$ cat src/rtl/serial_adder_ctrl_if.sv
// rtl/serial_adder_ctrl_if.sv - request/result bundle for the bit-serial adder controller
interface serial_adder_ctrl_if #(
  parameter int WIDTH = 8
);
  logic             start;
  logic [WIDTH-1:0] a;
  logic [WIDTH-1:0] b;
  logic             cin;
  logic             busy;
  logic             done;
  logic [WIDTH-1:0] sum;
  logic             cout;

  modport master (
    output start, a, b, cin,
    input  busy, done, sum, cout
  );

  modport slave (
    input  start, a, b, cin,
    output busy, done, sum, cout
  );
endinterface

$ cat src/rtl/serial_adder_ctrl.sv
// rtl/serial_adder_ctrl.sv - bit-serial adder: one full adder reused LSB-first over WIDTH cycles
module full_adder (
  input  logic A,
  input  logic B,
  input  logic Cin,
  output logic Sum,
  output logic Cout
);
  assign Sum  = A ^ B ^ Cin;
  assign Cout = (A & B) | (Cin & (A ^ B));
endmodule

module serial_adder_ctrl #(
  parameter int WIDTH = 8
) (
  input  logic                clk,
  input  logic                rst,
  serial_adder_ctrl_if.slave  bus
);
  localparam int             CW   = $clog2(WIDTH + 1);
  localparam logic [CW-1:0]  LAST = CW'(WIDTH - 1);

  typedef enum logic [1:0] {
    IDLE = 2'd0,
    RUN  = 2'd1,
    DONE = 2'd2
  } state_t;

  state_t           state, state_nxt;
  logic             load, step, finish;
  logic [WIDTH-1:0] a_sh, b_sh;
  logic             carry;
  logic [CW-1:0]    cnt;
  logic             s_bit, c_bit;
  logic [WIDTH-1:0] res_cat;
  logic [WIDTH-1:0] sum_q;
  logic             cout_q;

  full_adder u_fa (
    .A    (a_sh[0]),
    .B    (b_sh[0]),
    .Cin  (carry),
    .Sum  (s_bit),
    .Cout (c_bit)
  );

  always_ff @(posedge clk or posedge rst) begin
    if (rst) state <= IDLE;
    else     state <= state_nxt;
  end

  always_comb begin
    state_nxt = state;
    load      = 1'b0;
    step      = 1'b0;
    case (state)
      IDLE: begin
        if (bus.start) begin
          load      = 1'b1;
          state_nxt = RUN;
        end
      end
      RUN: begin
        step = 1'b1;
        if (cnt == LAST) state_nxt = DONE;
      end
      DONE: begin
        if (bus.start) begin
          load      = 1'b1;
          state_nxt = RUN;
        end else begin
          state_nxt = IDLE;
        end
      end
      default: state_nxt = IDLE;
    endcase
  end

  assign finish = step && (cnt == LAST);

  // Only the earlier WIDTH-1 sum bits need storage; the last bit goes straight to sum.
  generate
    if (WIDTH == 1) begin : g_w1
      assign res_cat = s_bit;
    end else begin : g_wn
      logic [WIDTH-2:0] res_sh;
      assign res_cat = {s_bit, res_sh};
      always_ff @(posedge clk or posedge rst) begin
        if (rst)       res_sh <= '0;
        else if (step) res_sh <= res_cat[WIDTH-1:1];
      end
    end
  endgenerate

  always_ff @(posedge clk or posedge rst) begin
    if (rst) begin
      a_sh  <= '0;
      b_sh  <= '0;
      carry <= 1'b0;
      cnt   <= '0;
    end else if (load) begin
      a_sh  <= bus.a;
      b_sh  <= bus.b;
      carry <= bus.cin;
      cnt   <= '0;
    end else if (step) begin
      a_sh  <= a_sh >> 1;
      b_sh  <= b_sh >> 1;
      carry <= c_bit;
      cnt   <= cnt + CW'(1);
    end
  end

  always_ff @(posedge clk or posedge rst) begin
    if (rst) begin
      sum_q  <= '0;
      cout_q <= 1'b0;
    end else if (finish) begin
      sum_q  <= res_cat;
      cout_q <= c_bit;
    end
  end

  assign bus.busy = (state == RUN);
  assign bus.done = (state == DONE);
  assign bus.sum  = sum_q;
  assign bus.cout = cout_q;
endmodule

$ cat src/flat_wrapper.sv
// flat-port wrapper written by rule: the top's interface ports become plain ports
module serial_adder_ctrl_flat 
#(
  parameter int WIDTH = 8
)
  (clk, rst, bus_start, bus_a, bus_b, bus_cin, bus_busy, bus_done, bus_sum, bus_cout);
  serial_adder_ctrl_if #(.WIDTH(WIDTH)) bus_i ();
  input  logic clk;
  input  logic rst;
  input wire logic [$bits(bus_i.start)-1:0] bus_start;
  input wire logic [$bits(bus_i.a)-1:0] bus_a;
  input wire logic [$bits(bus_i.b)-1:0] bus_b;
  input wire logic [$bits(bus_i.cin)-1:0] bus_cin;
  output wire logic [$bits(bus_i.busy)-1:0] bus_busy;
  output wire logic [$bits(bus_i.done)-1:0] bus_done;
  output wire logic [$bits(bus_i.sum)-1:0] bus_sum;
  output wire logic [$bits(bus_i.cout)-1:0] bus_cout;
  assign bus_i.start = bus_start;
  assign bus_i.a = bus_a;
  assign bus_i.b = bus_b;
  assign bus_i.cin = bus_cin;
  assign bus_busy = bus_i.busy;
  assign bus_done = bus_i.done;
  assign bus_sum = bus_i.sum;
  assign bus_cout = bus_i.cout;
  serial_adder_ctrl #(.WIDTH(WIDTH)) u_core (.clk(clk), .rst(rst), .bus(bus_i));
endmodule
$ cat config.mk
export PLATFORM = sky130hd
export DESIGN_NAME = serial_adder_ctrl_flat
export DESIGN_NICKNAME = d
export VERILOG_FILES = /design/src/rtl/serial_adder_ctrl_if.sv /design/src/rtl/serial_adder_ctrl.sv /design/src/flat_wrapper.sv
export SDC_FILE = /design/constraint.sdc
export NUM_CORES = 1
export LEC_CHECK = 0
export CAP_MARGIN = 20
export CORE_MARGIN = 2
export CORE_UTILIZATION = 54
export CTS_CLUSTER_SIZE = 20
export DETAILED_ROUTE_END_ITERATION = 8
export PLACE_DENSITY = 0.83
export SLEW_MARGIN = 15
export SYNTH_ARGS = -nofsm -noshare
export SYNTH_HDL_FRONTEND = slang
export SYNTH_SLANG_ARGS = --single-unit
$ cat constraint.sdc
create_clock -name clk -period 2.6 [get_ports clk]
set_input_delay 0.26 -clock clk [delete_from_list [all_inputs] [get_ports clk]]
set_output_delay 0.26 -clock clk [all_outputs]
set_load 0.01 [all_outputs]
==> impl_metrics.py, run 1 <==
metrics = {
    "global_route": {
        "antenna_found_initial": 0,
        "overflow": 0,
        "grt_usage_pct": 20.7,
        "grt_pass1_vias": 1165,
        "grt_pass1_wl_um": 5250,
        "grt_max_degree": 40,
    },
    "power": {
        "p_total_mw": 2.36,
        "powerDensity_nw_per_um2": 1180,
        "p_leak_nw": 0.917,
        "ir_worst_vdd_mv": 0.773,
    },
    "logic_synthesis": {
        "synth-xor-area-share_pct": 0,
        "ys_ff_latch": 39,
        "syn_area_um2": 1630,
        "synth_top_area_share_pct": 59.8,
        "yosysWarnings": 0,
        "synth.distinct_cells": 23,
        "synth_compound_area_share_pct": 7.82,
        "synth_area_per_cell_um2": 10.5,
        "muxShareOfSynthArea_pct": 8.13,
        "yosysSeqAreaShare_pct": 59.8,
        "yosys.area_share.adder_pct": 1.99,
        "synthCells": 155,
        "synth_simple_gate_area_share_pct": 18.8,
        "yosys.area.top_type": "dfrtp_1",
        "synth_area_leaders": "dfrtp_1 60%, nand2_1 9.7%, mux2_2 6.9%",
        "synth_top_family_by_area": "simple AND/OR/NAND/NOR gates",
        "synth_nets": 177,
    },
    "setup_path": {
        "reg2reg_depth": 3,
        "critPathBufInv": 2,
        "worstPathRequired_ns": 2.34,
        "critPathArrivalTime_ns": 1.87,
        "path_depth": 3,
        "worstPathMaxFanout": 15,
        "slowest_stage": "clkdlybuf4s50_1",
        "slowest_delay_ns": 0.55,
        "critPathCaptureType": "output pin",
        "worstSetupPathType": "reg2out",
        "crit_family": "buffers and inverters",
        "path_cells": "nand2b_1 > inv_1 > clkdlybuf4s50_1",
        "cp-start-kind": "register",
    },
    "timing": {
        "rsz0062_at_grt": "false",
        "slew_headroom_pct": 44.9,
        "fin_tns_setup_ns": 0,
        "finalHoldViolCount": 0,
        "min_period_ns": 2.13,
        "setup_viol": 0,
        "max_freq_ghz": 0.469,
        "finClkSkew_ns": 0.00833,
        "postLayoutSetupSlackWorst_ns": 0.469,
        "slew_viol_final": 0,
        "worst_slew_pin_slew_ns": 0.826,
        "min_period_over_period_pct": 82.0,
    },
    "place": {
        "portBuffers": 30,
        "pre_cts_ws_ns": 0.736,
        "place_hpwl_um": 2090,
        "place_congestion": 0.737,
    },
    "detailed_routing": {
        "route.met2.wl_um": 1550,
        "viasPerCell": 5.56,
        "first_pass_iters": 4,
        "route.met3.wl_um": 165,
        "wire_per_inst_um": 14.4,
        "drt-met1-wl_um": 1360,
        "vias": 1200,
        "dr.max_layer_used": "met4",
        "drt_iter0_drc": 55,
        "drtAntennaViolNets": 0,
        "routed_wl_um": 3120,
        "drc_errors": 0,
    },
    "clocking": {
        "insertion_delay_ns": 0.34,
        "postCtsSetupBuffers": 0,
        "cts.htree.levels": 2,
        "path_clk_slew_ns": 0.11,
        "clock_sinks": 39,
        "postCtsHoldBufs": 0,
        "numCtsBuffers": 5,
        "postCtsResizedCells": 0,
        "cts_tree": "yes",
        "cts_root_buf": "clkbuf_4",
        "ctsLongestPathBuffers": 2,
    },
    "die": {
        "die_x_um": 59.0,
        "num_rows": 19,
        "die_area_um2": 3480,
        "placeableCoreArea_um2": 2810,
        "pin_count": 31,
        "fp.dieH_um": 59.0,
        "start_util_pct": 58.2,
    },
    "layout": {
        "nNetsFinal": 207,
        "antenna_cells": 0,
        "final_common_cell": "nand2_1",
        "final_cell_mix": "42 x nand2_1, 39 x dfrtp_1, 30 x clkdlybuf4s50_1, 10 x mux2_2",
        "drive_gt1_share_pct": 11.4,
        "area_delta_synth_final_pct": 22.6,
    },
    "min_path": {
        "hold_path_class": "in2async",
    },
    "run_status": {
        "status": "complete, no violations",
    },
    "run": {
        "cap_viol_max_count": 0,
    },
}
power breakdown:
part / switching [mW] / total, mW / leakage, nW / internal [mW]
clock network: 0.184 / 0.309 / 0.0341 / 0.125
registers: 0.177 / 1.06 / 0.484 / 0.885
logic: 0.516 / 0.984 / 0.399 / 0.469
total: 0.876 / 2.36 / 0.917 / 1.48
sequential cells by signal, summed over array words and instances, names as in the netlist:
| name | cells |
|---|---|
| u_core.bus.sum | 8 |
| u_core.state | 2 |
| u_core.carry | 1 |
| u_core.bus.cout | 1 |
| u_core.a_sh | 8 |
| u_core.b_sh | 8 |
| u_core.g_wn.res_sh | 7 |
| u_core.cnt | 4 |
worst min-delay path: cells and delay by family:
family / cells / cell delay, ns
buffers and inverters: 3 / 0.84
metrics by stage:
step | hold WS [ns] | std cells | utilization, % | area [um2]
2_1_floorplan | 0.388 | 155 | - | 1630
3_3_place_gp | 0.472 | 209 | 69.3 | 1940
3_5_place_dp | 0.474 | 209 | 69.3 | 1940
4_1_cts | 0.318 | 216 | 71.3 | 2000
5_1_grt | 0.346 | 216 | 71.3 | 2000
6_report | 0.310 | 216 | 71.3 | 2000
cell families (layout without fill, tap and decap cells):
| group | Yosys count | after routing |
|---|---|---|
| AO/OA/AOI/OAI | 20 | 20 |
| adder cells (fa/ha/maj) | 2 | 2 |
| buffers and inverters | 12 | 42 |
| multiplexers | 12 | 12 |
| AND/OR/NAND/NOR | 70 | 70 |
| flip-flops | 39 | 39 |
synth_stat cells:
| cell | number |
|---|---|
| nor2_1 | 8 |
| ha_1 | 1 |
| nand3_1 | 8 |
| a22oi_1 | 7 |
| nor3_1 | 6 |
| o21ai_0 | 3 |
| nand2b_1 | 2 |
| nor2b_1 | 1 |
| inv_1 | 2 |
| buf_2 | 3 |
| mux2_2 | 10 |
| clkbuf_1 | 6 |
| fa_1 | 1 |
| and2b_1 | 1 |
| mux2i_1 | 2 |
| nand2_1 | 42 |
| dfrtp_1 | 39 |
| a31oi_1 | 2 |
| nor3_4 | 1 |
| buf_6 | 1 |
| o22ai_1 | 6 |
| a21oi_1 | 2 |
| nand4_1 | 1 |
cell type report:
| cell class | instances | area [um2] |
|---|---|---|
| repair buffers | 33 | 323 |
| multi-input cells | 104 | 599 |
| inverters | 2 | 7.51 |
| well taps | 31 | 38.8 |
| clock buffers | 6 | 51.3 |
| clock inverters | 1 | 5.00 |
| flip-flops and latches | 39 | 976 |
| fillers | 221 | 805 |
path summary, 6_finish.rpt:
| check | startpoint | to | slack (ns) |
|---|---|---|---|
| setup reg to reg | u_core.state[1] | u_core.bus.sum[5] | 0.71 |
| setup / recovery | u_core.state[1] | bus_busy | 0.47 |
| max in group asynchronous | rst | u_core.carry | 1.95 |
| hold / removal | rst | u_core.g_wn.res_sh[0] | 0.31 |
| hold reg to reg | u_core.g_wn.res_sh[3] | u_core.g_wn.res_sh[2] | 0.49 |
| min in group clk | bus_b[7] | u_core.b_sh[7] | 0.46 |
routing by layer:
layer / up-vias / global-route usage (%)
met5: - / 0
met4: 0 / 5.84
met3: 6 / 7.25
met2: 31 / 32.5
met1: 580 / 27.5
li1: 583 / -
Power figures use the tool's default switching activity.
==> run 2, diff against run 1 <==
--- a/config.mk
+++ b/config.mk
@@ -7,10 +7,10 @@
 export LEC_CHECK = 0
 export CAP_MARGIN = 20
 export CORE_MARGIN = 2
-export CORE_UTILIZATION = 54
+export CORE_UTILIZATION = 50
 export CTS_CLUSTER_SIZE = 20
 export DETAILED_ROUTE_END_ITERATION = 8
-export PLACE_DENSITY = 0.83
+export PLACE_DENSITY = 0.78
 export SLEW_MARGIN = 15
 export SYNTH_ARGS = -nofsm -noshare
 export SYNTH_HDL_FRONTEND = slang
==> constraint.sdc (replaced) <==
create_clock -name clk -period 2.09 [get_ports clk]
set_input_delay 0.209 -clock clk [delete_from_list [all_inputs] [get_ports clk]]
set_output_delay 0.209 -clock clk [all_outputs]
set_load 0.01 [all_outputs]
==> run 2 against run 1 <==
  * Via count grew 1.9%
  * Clock-buffer cell count is the same
  * Non-clock buffer count grew 2
  * Combinational power grew 26%
  * Worst hold slack lost 0.060 ns
  * First-iteration DRC count grew 11%
  * Wire length grew 1.7%
  * Critical path type unchanged
  * Largest power group unchanged
==> impl_metrics.py, run 2 (same netlist as run 1, synthesis figures left out) <==
metrics = {
    "place": {
        "portBuffers": 30,
        "pre_cts_ws_ns": 0.367,
        "dp.cells": 224,
        "place_congestion": 0.700,
        "place_hpwl_um": 2120,
        "placed_cell_area_um2": 1980,
    },
    "setup_path": {
        "worstPathMaxFanout": 10,
        "regToRegEndpoint": "u_core.bus.sum[3]",
        "r2r-start": "u_core.state[1]",
        "slowest_delay_ns": 0.54,
        "worstPathRequired_ns": 1.88,
        "r2r_setup_slack_ns": 0.46,
        "slowest_stage": "clkdlybuf4s50_1",
        "critPathArrivalTime_ns": 1.68,
        "reg2reg_depth": 3,
        "worstSetupPathType": "reg2out",
        "cp-start-kind": "register",
        "critPathCaptureType": "output pin",
        "path_cells": "nand2b_2 > inv_1 > clkdlybuf4s50_1",
    },
    "timing": {
        "max_freq_ghz": 0.530,
        "rsz0062_at_grt": "false",
        "min_period_ns": 1.89,
        "finalHoldViolCount": 0,
        "holdWs_ns": 0.250,
        "finClkSkew_ns": 0.00824,
        "slew_viol_final": 0,
        "setup_viol": 0,
        "min_period_over_period_pct": 90.3,
        "slew_headroom_pct": 67.5,
        "worst_slew_pin_slew_ns": 0.488,
        "postLayoutSetupSlackWorst_ns": 0.202,
        "fin_tns_setup_ns": 0,
    },
    "global_route": {
        "grt_pass1_wl_um": 5440,
        "grt_use_met2_pct": 32.2,
        "grt_use_met3_pct": 3.99,
        "top_usage_layer": "met2",
        "grt_usage_pct": 20.1,
        "overflow": 0,
        "grt_pass1_vias": 1193,
        "antenna_found_initial": 0,
        "grt_max_degree": 40,
        "use_met1_pct": 26.4,
    },
    "layout": {
        "area_delta_synth_final_pct": 26.5,
        "final_util_pct": 67.1,
        "drive_gt1_share_pct": 13.3,
        "antenna_cells": 0,
        "final_cell_area_um2": 2060,
        "stdcell_count": 232,
        "fillers": 244,
        "nNetsFinal": 209,
        "multi_input_area_um2": 602,
        "final_cell_mix": "42 x nand2_1, 39 x dfrtp_1, 30 x clkdlybuf4s50_1, 10 x mux2_2",
        "final_common_cell": "nand2_1",
        "seq_area_um2": 976,
    },
    "clocking": {
        "cts_tree": "yes",
        "cts_root_buf": "clkbuf_4",
        "postCtsSetupBuffers": 0,
        "ctsLongestPathBuffers": 2,
        "numCtsBuffers": 5,
        "postCtsHoldBufs": 0,
        "path_clk_slew_ns": 0.12,
        "cts.htree.levels": 2,
        "clock_sinks": 39,
        "insertion_delay_ns": 0.35,
    },
    "die": {
        "start_util_pct": 53.0,
        "die_area_um2": 3740,
        "fp.dieH_um": 61.1,
        "placeableCoreArea_um2": 3080,
        "die_x_um": 61.1,
        "pin_count": 31,
        "num_rows": 20,
    },
    "run": {
        "cap_viol_max_count": 0,
    },
    "power": {
        "ir_worst_vdd_mv": 0.727,
        "powerDensity_nw_per_um2": 1500,
        "p_leak_nw": 0.940,
        "p_total_mw": 3.09,
    },
    "min_path": {
        "hold_path_class": "in2async",
    },
    "detailed_routing": {
        "drc_errors": 0,
        "wire_per_inst_um": 13.7,
        "drtAntennaViolNets": 0,
        "routed_wl_um": 3170,
        "vias": 1223,
        "viasPerCell": 5.27,
        "drt_iter0_drc": 61,
        "first_pass_iters": 4,
    },
    "run_status": {
        "status": "complete, no violations",
    },
}
==> run 2: cell types whose count changed in the layout (fill, tap and decap cells not counted), sizes merged <==
cell    delta
buf        +2
bufinv     +1
==> run 2: layer usage <==
metal | vias to the layer above | part of all wire [%]
li1 | 590 | -
met1 | 602 | 46
met2 | 23 | 49
met3 | 8 | 3.7
met4 | 0 | 2.0
met5 | - | 0
==> run 2: repair_timing <==
| action | 4_1_cts | 5_1_grt |
|---|---|---|
| endpoints found under the hold margin | 0 | 0 |
| setup endpoints to repair | 0 | 1 |
| resized for setup | 0 | 1 |
==> run 2: worst max path at each step <==
| stage | cells past startpoint | from | slack (ns) | end |
|---|---|---|---|---|
| after floorplan | 4 | u_core.state[1] | 0.64 | u_core.bus.cout |
| after global placement | 3 | u_core.state[1] | 0.45 | u_core.bus.sum[6] |
| after detailed placement | 3 | u_core.state[1] | 0.37 | u_core.bus.sum[3] |
| after CTS | 3 | u_core.state[1] | 0.11 | bus_busy |
| after global routing | 3 | u_core.state[1] | 0.12 | bus_busy |
| final | 3 | u_core.state[1] | 0.20 | bus_busy |
==> run 2: worst max-delay path: cells and delay by family, from the launching register on <==
kind,cells,cell delay [ns]
flops,1,0.39
simple gates,1,0.28
buf+inv,2,0.66
==> run 2: report_power, final <==
part | total [mW] | leakage (nW) | switching [mW] | internal (mW)
registers | 1.32 | 0.484 | 0.215 | 1.10
logic | 1.24 | 0.408 | 0.643 | 0.599
clock network | 0.532 | 0.0482 | 0.249 | 0.283
==> run 2: layout make-up <==
type                            count  share of cell area [%]
Clock buffer                        6                    2.48
Clock inverter                      2                    1.70
Inverter                            2                   0.364
Multi-Input combinational cell    104                    29.2
Sequential cell                    39                    47.3
Tap cell                           44                    2.67
Timing Repair Buffer               35                    16.4
